## src/rtl/lb_pkg.sv

```systemverilog
`default_nettype none
// ============================================================================
//  Module      : lb_pkg
//  Description : Shared definitions for the local-bus target router:
//                read FSM state encoding, default error data word, wait
//                counter width and the target-select field width helper.
//  Ports       : none (package)
//  Revision    : 1.0 - initial release
// ============================================================================
package lb_pkg;

  // Read FSM state encoding
  localparam logic [1:0] LB_ST_IDLE = 2'd0;
  localparam logic [1:0] LB_ST_WAIT = 2'd1;
  localparam logic [1:0] LB_ST_RESP = 2'd2;

  // Data returned for reads to a missing target or a timed-out target
  localparam logic [31:0] LB_ERR_DATA = 32'hDEAD_BEEF;

  // Width of the read wait counter
  localparam int LB_CNT_W = 16;

  // Width of the target-select address field; a single target still
  // decodes one bit so that the upper half of the space is a bad target.
  function automatic int lb_sel_width(input int n_tgt);
    return (n_tgt > 1) ? $clog2(n_tgt) : 1;
  endfunction

endpackage
`default_nettype wire

```

## src/rtl/lb_sel_decode.sv

```systemverilog
`default_nettype none
// ============================================================================
//  Module      : lb_sel_decode
//  Description : Target-select decode for the write and read address fields
//                plus the read-data / read-valid mux for the latched target.
//  Ports       : i_wr_field  - select field of the write address
//                i_rd_field  - select field of the read address
//                i_sel       - latched target index of the outstanding read
//                i_rd_data   - concatenated target read data (target k at k)
//                i_rd_dval   - per-target read data valid
//                o_wr_onehot - one-hot write target (all zero if bad target)
//                o_rd_onehot - one-hot read target (all zero if bad target)
//                o_rd_ok     - read field addresses an existing target
//                o_sel_data  - read data of target i_sel
//                o_sel_dval  - read valid of target i_sel
//  Revision    : 1.0 - initial release
// ============================================================================
module lb_sel_decode #(
  parameter int N_TGT  = 4,
  parameter int DATA_W = 32,
  parameter int SEL_W  = 2
) (
  input  logic [SEL_W-1:0]        i_wr_field,
  input  logic [SEL_W-1:0]        i_rd_field,
  input  logic [SEL_W-1:0]        i_sel,
  input  logic [N_TGT*DATA_W-1:0] i_rd_data,
  input  logic [N_TGT-1:0]        i_rd_dval,
  output logic [N_TGT-1:0]        o_wr_onehot,
  output logic [N_TGT-1:0]        o_rd_onehot,
  output logic                    o_rd_ok,
  output logic [DATA_W-1:0]       o_sel_data,
  output logic                    o_sel_dval
);

  logic w_wr_ok;

  // The select field can encode more indices than there are targets when
  // N_TGT is not a power of two; those indices are bad targets.
  assign w_wr_ok = (32'(i_wr_field) < 32'(N_TGT));
  assign o_rd_ok = (32'(i_rd_field) < 32'(N_TGT));

  for (genvar g = 0; g < N_TGT; g++) begin : g_onehot
    assign o_wr_onehot[g] = w_wr_ok && (i_wr_field == SEL_W'(g));
    assign o_rd_onehot[g] = o_rd_ok && (i_rd_field == SEL_W'(g));
  end

  always_comb begin
    o_sel_data = '0;
    o_sel_dval = 1'b0;
    for (int k = 0; k < N_TGT; k++) begin
      if (i_sel == SEL_W'(k)) begin
        o_sel_data = i_rd_data[k*DATA_W +: DATA_W];
        o_sel_dval = i_rd_dval[k];
      end
    end
  end

endmodule
`default_nettype wire

```

## src/rtl/lb_target_router.sv

```systemverilog
`default_nettype none
// ============================================================================
//  Module      : lb_target_router
//  Description : Routes upstream local-bus writes and reads to one of N_TGT
//                register targets selected by an address field. Writes are
//                a one-cycle strobe; reads run a single-outstanding FSM with
//                a wait timeout that returns ERR_DATA.
//  Ports       : S_AXI_ACLK/S_AXI_ARESETN - clock, async active-low reset
//                i_rx_*   - upstream write strobe/address/data
//                i_tx_*   - upstream read request/address
//                o_tx_*   - upstream read data/valid pulse
//                o_wr_*   - downstream one-hot write strobe, shared addr/data
//                o_rd_*   - downstream one-hot read pulse, shared address
//                i_rd_*   - downstream per-target read data/valid
//                o_busy, o_timeout_cnt, o_overrun - status
//  Revision    : 1.0 - initial release
// ============================================================================
module lb_target_router
  import lb_pkg::*;
#(
  parameter int                ADDR_W   = 32,
  parameter int                DATA_W   = 32,
  parameter int                N_TGT    = 4,
  parameter int                SEL_LSB  = 8,
  parameter int                TIMEOUT  = 255,
  parameter logic [DATA_W-1:0] ERR_DATA = DATA_W'(LB_ERR_DATA)
) (
  input  logic                    S_AXI_ACLK,
  input  logic                    S_AXI_ARESETN,
  input  logic                    i_rx_dval,
  input  logic [ADDR_W-1:0]       i_rx_addr,
  input  logic [DATA_W-1:0]       i_rx_data,
  input  logic                    i_tx_req,
  input  logic [ADDR_W-1:0]       i_tx_addr,
  output logic [DATA_W-1:0]       o_tx_data,
  output logic                    o_tx_dval,
  output logic [N_TGT-1:0]        o_wr_en,
  output logic [ADDR_W-1:0]       o_wr_addr,
  output logic [DATA_W-1:0]       o_wr_data,
  output logic [N_TGT-1:0]        o_rd_req,
  output logic [ADDR_W-1:0]       o_rd_addr,
  input  logic [N_TGT*DATA_W-1:0] i_rd_data,
  input  logic [N_TGT-1:0]        i_rd_dval,
  output logic                    o_busy,
  output logic [7:0]              o_timeout_cnt,
  output logic                    o_overrun
);

  localparam int                c_SEL_W   = lb_sel_width(N_TGT);
  // Counter value in the TIMEOUT-th consecutive wait cycle without data
  localparam logic [LB_CNT_W-1:0] c_TO_LAST = LB_CNT_W'(TIMEOUT - 1);

  logic [c_SEL_W-1:0]  w_wr_field;
  logic [c_SEL_W-1:0]  w_rd_field;
  logic [N_TGT-1:0]    w_wr_onehot;
  logic [N_TGT-1:0]    w_rd_onehot;
  logic                w_rd_ok;
  logic [DATA_W-1:0]   w_sel_data;
  logic                w_sel_dval;

  logic [1:0]          r_state;
  logic [c_SEL_W-1:0]  r_sel;
  logic [LB_CNT_W-1:0] r_cnt;
  logic [N_TGT-1:0]    r_wr_en;
  logic [ADDR_W-1:0]   r_wr_addr;
  logic [DATA_W-1:0]   r_wr_data;
  logic [N_TGT-1:0]    r_rd_req;
  logic [ADDR_W-1:0]   r_rd_addr;
  logic [DATA_W-1:0]   r_tx_data;
  logic                r_tx_dval;
  logic [7:0]          r_timeout_cnt;
  logic                r_overrun;

  assign w_wr_field = i_rx_addr[SEL_LSB +: c_SEL_W];
  assign w_rd_field = i_tx_addr[SEL_LSB +: c_SEL_W];

  lb_sel_decode #(
    .N_TGT  (N_TGT),
    .DATA_W (DATA_W),
    .SEL_W  (c_SEL_W)
  ) u_sel_decode (
    .i_wr_field  (w_wr_field),
    .i_rd_field  (w_rd_field),
    .i_sel       (r_sel),
    .i_rd_data   (i_rd_data),
    .i_rd_dval   (i_rd_dval),
    .o_wr_onehot (w_wr_onehot),
    .o_rd_onehot (w_rd_onehot),
    .o_rd_ok     (w_rd_ok),
    .o_sel_data  (w_sel_data),
    .o_sel_dval  (w_sel_dval)
  );

  // Write path: independent of the read FSM
  always_ff @(posedge S_AXI_ACLK or negedge S_AXI_ARESETN) begin
    if (!S_AXI_ARESETN) begin
      r_wr_en   <= '0;
      r_wr_addr <= '0;
      r_wr_data <= '0;
    end else begin
      r_wr_en <= i_rx_dval ? w_wr_onehot : '0;
      if (i_rx_dval) begin
        r_wr_addr <= i_rx_addr;
        r_wr_data <= i_rx_data;
      end
    end
  end

  // Read FSM, wait counter and status
  always_ff @(posedge S_AXI_ACLK or negedge S_AXI_ARESETN) begin
    if (!S_AXI_ARESETN) begin
      r_state       <= LB_ST_IDLE;
      r_sel         <= '0;
      r_cnt         <= '0;
      r_rd_req      <= '0;
      r_rd_addr     <= '0;
      r_tx_data     <= '0;
      r_tx_dval     <= 1'b0;
      r_timeout_cnt <= '0;
      r_overrun     <= 1'b0;
    end else begin
      r_rd_req  <= '0;
      r_tx_dval <= 1'b0;

      // Requests arriving while a read is outstanding are dropped
      if (i_tx_req && (r_state != LB_ST_IDLE)) begin
        r_overrun <= 1'b1;
      end

      case (r_state)
        LB_ST_IDLE: begin
          if (i_tx_req) begin
            r_rd_addr <= i_tx_addr;
            r_sel     <= w_rd_field;
            r_cnt     <= '0;
            if (w_rd_ok) begin
              r_rd_req <= w_rd_onehot;
              r_state  <= LB_ST_WAIT;
            end else begin
              r_state  <= LB_ST_RESP;
            end
          end
        end
        LB_ST_WAIT: begin
          // Target data takes priority over a timeout in the same cycle
          if (w_sel_dval) begin
            r_tx_data <= w_sel_data;
            r_tx_dval <= 1'b1;
            r_state   <= LB_ST_IDLE;
          end else if (r_cnt == c_TO_LAST) begin
            r_tx_data <= ERR_DATA;
            r_tx_dval <= 1'b1;
            r_state   <= LB_ST_IDLE;
            if (r_timeout_cnt != 8'hFF) begin
              r_timeout_cnt <= r_timeout_cnt + 8'd1;
            end
          end else begin
            r_cnt <= r_cnt + 1'b1;
          end
        end
        LB_ST_RESP: begin
          r_tx_data <= ERR_DATA;
          r_tx_dval <= 1'b1;
          r_state   <= LB_ST_IDLE;
        end
        default: begin
          r_state <= LB_ST_IDLE;
        end
      endcase
    end
  end

  assign o_wr_en       = r_wr_en;
  assign o_wr_addr     = r_wr_addr;
  assign o_wr_data     = r_wr_data;
  assign o_rd_req      = r_rd_req;
  assign o_rd_addr     = r_rd_addr;
  assign o_tx_data     = r_tx_data;
  assign o_tx_dval     = r_tx_dval;
  assign o_busy        = (r_state != LB_ST_IDLE);
  assign o_timeout_cnt = r_timeout_cnt;
  assign o_overrun     = r_overrun;

endmodule
`default_nettype wire

```

## config.mk

```make
export PLATFORM = sky130hd
export DESIGN_NAME = lb_target_router
export DESIGN_NICKNAME = d
export VERILOG_FILES = /design/src/rtl/lb_pkg.sv /design/src/rtl/lb_sel_decode.sv /design/src/rtl/lb_target_router.sv
export SDC_FILE = /design/constraint.sdc
export NUM_CORES = 1
export LEC_CHECK = 0
export CAP_MARGIN = 20
export CORE_MARGIN = 2
export CORE_UTILIZATION = 35
export DETAILED_ROUTE_END_ITERATION = 10
export PLACE_DENSITY = 0.83
export SLEW_MARGIN = 15
export SYNTH_ARGS = -nofsm -noshare
export SYNTH_HDL_FRONTEND = slang
export SYNTH_SLANG_ARGS = --single-unit
```

## constraint.sdc

```tcl
create_clock -name S_AXI_ACLK -period 1.8 [get_ports S_AXI_ACLK]
set_input_delay 0.36 -clock S_AXI_ACLK [delete_from_list [all_inputs] [get_ports S_AXI_ACLK]]
set_output_delay 0.36 -clock S_AXI_ACLK [all_outputs]
set_load 0.05 [all_outputs]
```

==> metrics.cfg <==
[run_status]
outcome=finished with violations
violations=negative setup slack

[global_route]
grt_usage_pct=22.3
grt_max_degree=69
antenna_found_initial=0
grt_first_pass_wirelength_mm=36.7
grt_pass1_vias=6355
globalRouteOverflowTotal=0

[route]
route.vias.total=6121
vias_per_cell=4.95
first_pass_iters=4
routed_wirelength_mm=24.1
route.detailed.drc=0
drtIter0Drc=341
wl_per_cell_um=19.5
antenna_left=0

[cts]
htree_levels=4
clock_latency_ns=0.42
root_buffer=clkbuf_16
tritoncts=done
cts.sinks=163
path_clk_slew_ns=0.07
clockBufferDepth=2
cts_inserted_buffers=17

[floorplanning]
die_area_um2=21500
die_y_um=147
die-width_um=147
num_rows=52
coreArea_um2=20100
io_pins=379
initial_utilization_pct=35.5

[setup_path]
startpoint_type=flop
path_cells=mux2_4, o2bb2ai_4, o21ai_4, or4b_4, a21oi_2
slowest_stage=or4b_4
critical-path-max-stage-delay_ns=0.51
cp.depth=5
worstPathArrival_ns=2.26
crit_buf_inv=0
critical_path.max_fanout=7
crit_required_ns=2.14
critical_path.top_delay_family=compound AO/OA/AOI/OAI gates
crit_type=flop to flop
end_kind=flop
reg2reg_depth=5

[power_and_ir_drop]
ir_drop_mv=0.933
p_int_mw=10.0
pwr-share-seq_pct=29.0
p_sw_share_pct=43.6
power_mw=17.7
leakage_nw=5.29
p_comb_share_pct=50.8
clkPwrFrac_pct=20.1
p_per_area_nw_per_um2=1490
net-switching-power_mw=7.73

[timing]
timing.slew.headroom_pct=68.0
setup_ws_ns=-0.119
finalCriticalPeriod_ns=1.92
rsz0062_at_grt=yes
fin_setup_tns_ns=-1.30
hold_ws_ns=0.431
finClkSkew_ns=0.00893
post-route-period-util_pct=107
setup_viol=26
hold_violations=0
worst-slew-pin-transition_ns=0.482
slew_viol_final=0
timing.fmax_ghz=0.521

[placement]
gp_congestion=0.847
port_buffers=378
place_ws_ns=-0.424
hpwl_mm=18.5

[synth]
yosys_warnings=0
syn_area_um2=7130
async_flop_share_pct=100
ys_seq_elements=163
syn_avg_cell_area_um2=13.2
ys_seq_area_share_pct=57.2
netlist_instances=540
synth_edf_count=0
syn_nets=775
synth.distinct_cells=47
ys.flop_type=dfrtp_1

[layout]
final_common_cell=clkdlybuf4s50_1
num-fill-cells=1597
diodes=0
layout.nets=1189
areaGrowthSynthToFinish_pct=67.4
layout-drive-gt1-share_pct=36.2
mostFrequentLayoutCells=clkdlybuf4s50_1 (229), buf_4 (179), dfrtp_1 (158)

[job]
maxCapViolations=0

[hold_path]
hold_class=primary input to asynchronous set/reset pin

==> state kept, by name, summed over array words and instances, names as in the netlist <==
signal / flops
r_state: 1
o_tx_data: 32
o_wr_data: 32
o_overrun: 1
r_sel: 1
o_wr_addr: 32
o_wr_en: 4
r_cnt: 16
o_rd_req: 4
o_tx_dval: 1
o_timeout_cnt: 8
o_rd_addr: 31
==> metal layers <==
metal	track usage [%]	wire length [um]	vias to the layer above
li1	-	-	2781
met1	26.4	9180	3056
met2	39.9	12700	251
met5	0	0	-
met4	6.94	478	0
met3	5.53	1670	33
==> cell families (layout without fill, tap and decap cells) <==
logic type,count (synthesis),in the layout,synth area share (%)
flops,163,163,57.2
compound gates,59,59,6.95
mux,98,98,20.6
fa+ha+maj,3,3,0.526
xor+xnor,10,10,1.23
simple gates,170,170,11.3
buf+inv,37,464,2.26
==> worst paths after layout <==
| path | from | to | slack, ns |
|---|---|---|---|
| setup / recovery | r_sel[0] | r_cnt[7] | -0.12 |
| hold / removal | S_AXI_ARESETN | o_wr_addr[8] | 0.43 |
| setup reg to reg | r_sel[0] | r_cnt[7] | -0.12 |
| hold reg to reg | o_overrun | o_overrun | 0.48 |
| max in group asynchronous | S_AXI_ARESETN | o_rd_addr[23] | 0.69 |
| min in group S_AXI_ACLK | i_tx_addr[31] | o_rd_addr[31] | 0.46 |
==> synthesized netlist by cell type, types with 2 or more instances <==
library cell	instances	area share [%]
a21oi_1	6	0.42
a22o_1	8	0.98
and2_1	3	0.26
and3_1	9	0.79
buf_1	5	0.26
buf_2	6	0.42
buf_6	2	0.32
clkbuf_1	20	1.1
dfrtp_1	163	57
ha_1	3	0.53
inv_1	3	0.16
mux2_2	63	9.9
mux4_2	32	10
nand2_1	111	5.8
nand3_1	10	0.70
nand3b_1	2	0.21
nand4_1	6	0.53
nor2_1	10	0.53
nor3b_1	2	0.21
o211ai_1	3	0.32
o21ai_0	5	0.35
o22a_1	24	2.9
o311ai_0	2	0.25
o31ai_1	4	0.42
o41ai_1	2	0.25
or3_1	2	0.18
or4_1	5	0.53
or4b_1	2	0.28
xnor2_1	6	0.74
xor2_1	4	0.49
==> stage by stage <==
step	util, %	cells	cell area [um2]
CTS	59.2	1237	11900
floorplan	-	540	7170
global placement	55.7	1200	11200
global route	59.4	1237	11900
finish	59.4	1237	11900
detailed placement	55.7	1200	11200
==> power groups by stage <==
stage          sequential [mW]  combinational [mW]  clock, mW
3_3_place_gp              5.17                8.77          0
2_1_floorplan             8.23                2.70          0
4_1_cts                   5.16                9.02       3.65
3_5_place_dp              5.20                8.89          0
5_1_grt                   5.26                9.45       3.80
6_report                  5.15                9.02       3.57
==> cell type report <==
cell class / instances / area (um2) / share of cell area [%]
sequential: 163 / 4090 / 34.2
timing repair buffer: 428 / 3920 / 32.8
multi-input combinational: 340 / 3000 / 25.1
clock buffer: 17 / 425 / 3.56
tap: 270 / 338 / 2.83
clock inverter: 15 / 148 / 1.24
inverter: 4 / 22.5 / 0.189
==> repair_timing <==
item	4_1_cts	5_1_grt
cloned	1	0
setup endpoints to repair	57	59
hold buffers	1	0
setup buffers	3	1
endpoints found under the hold margin	41	0
pin swaps	7	5
resized for setup	18	14
Note: power is estimated with default switching activity, not from simulation.
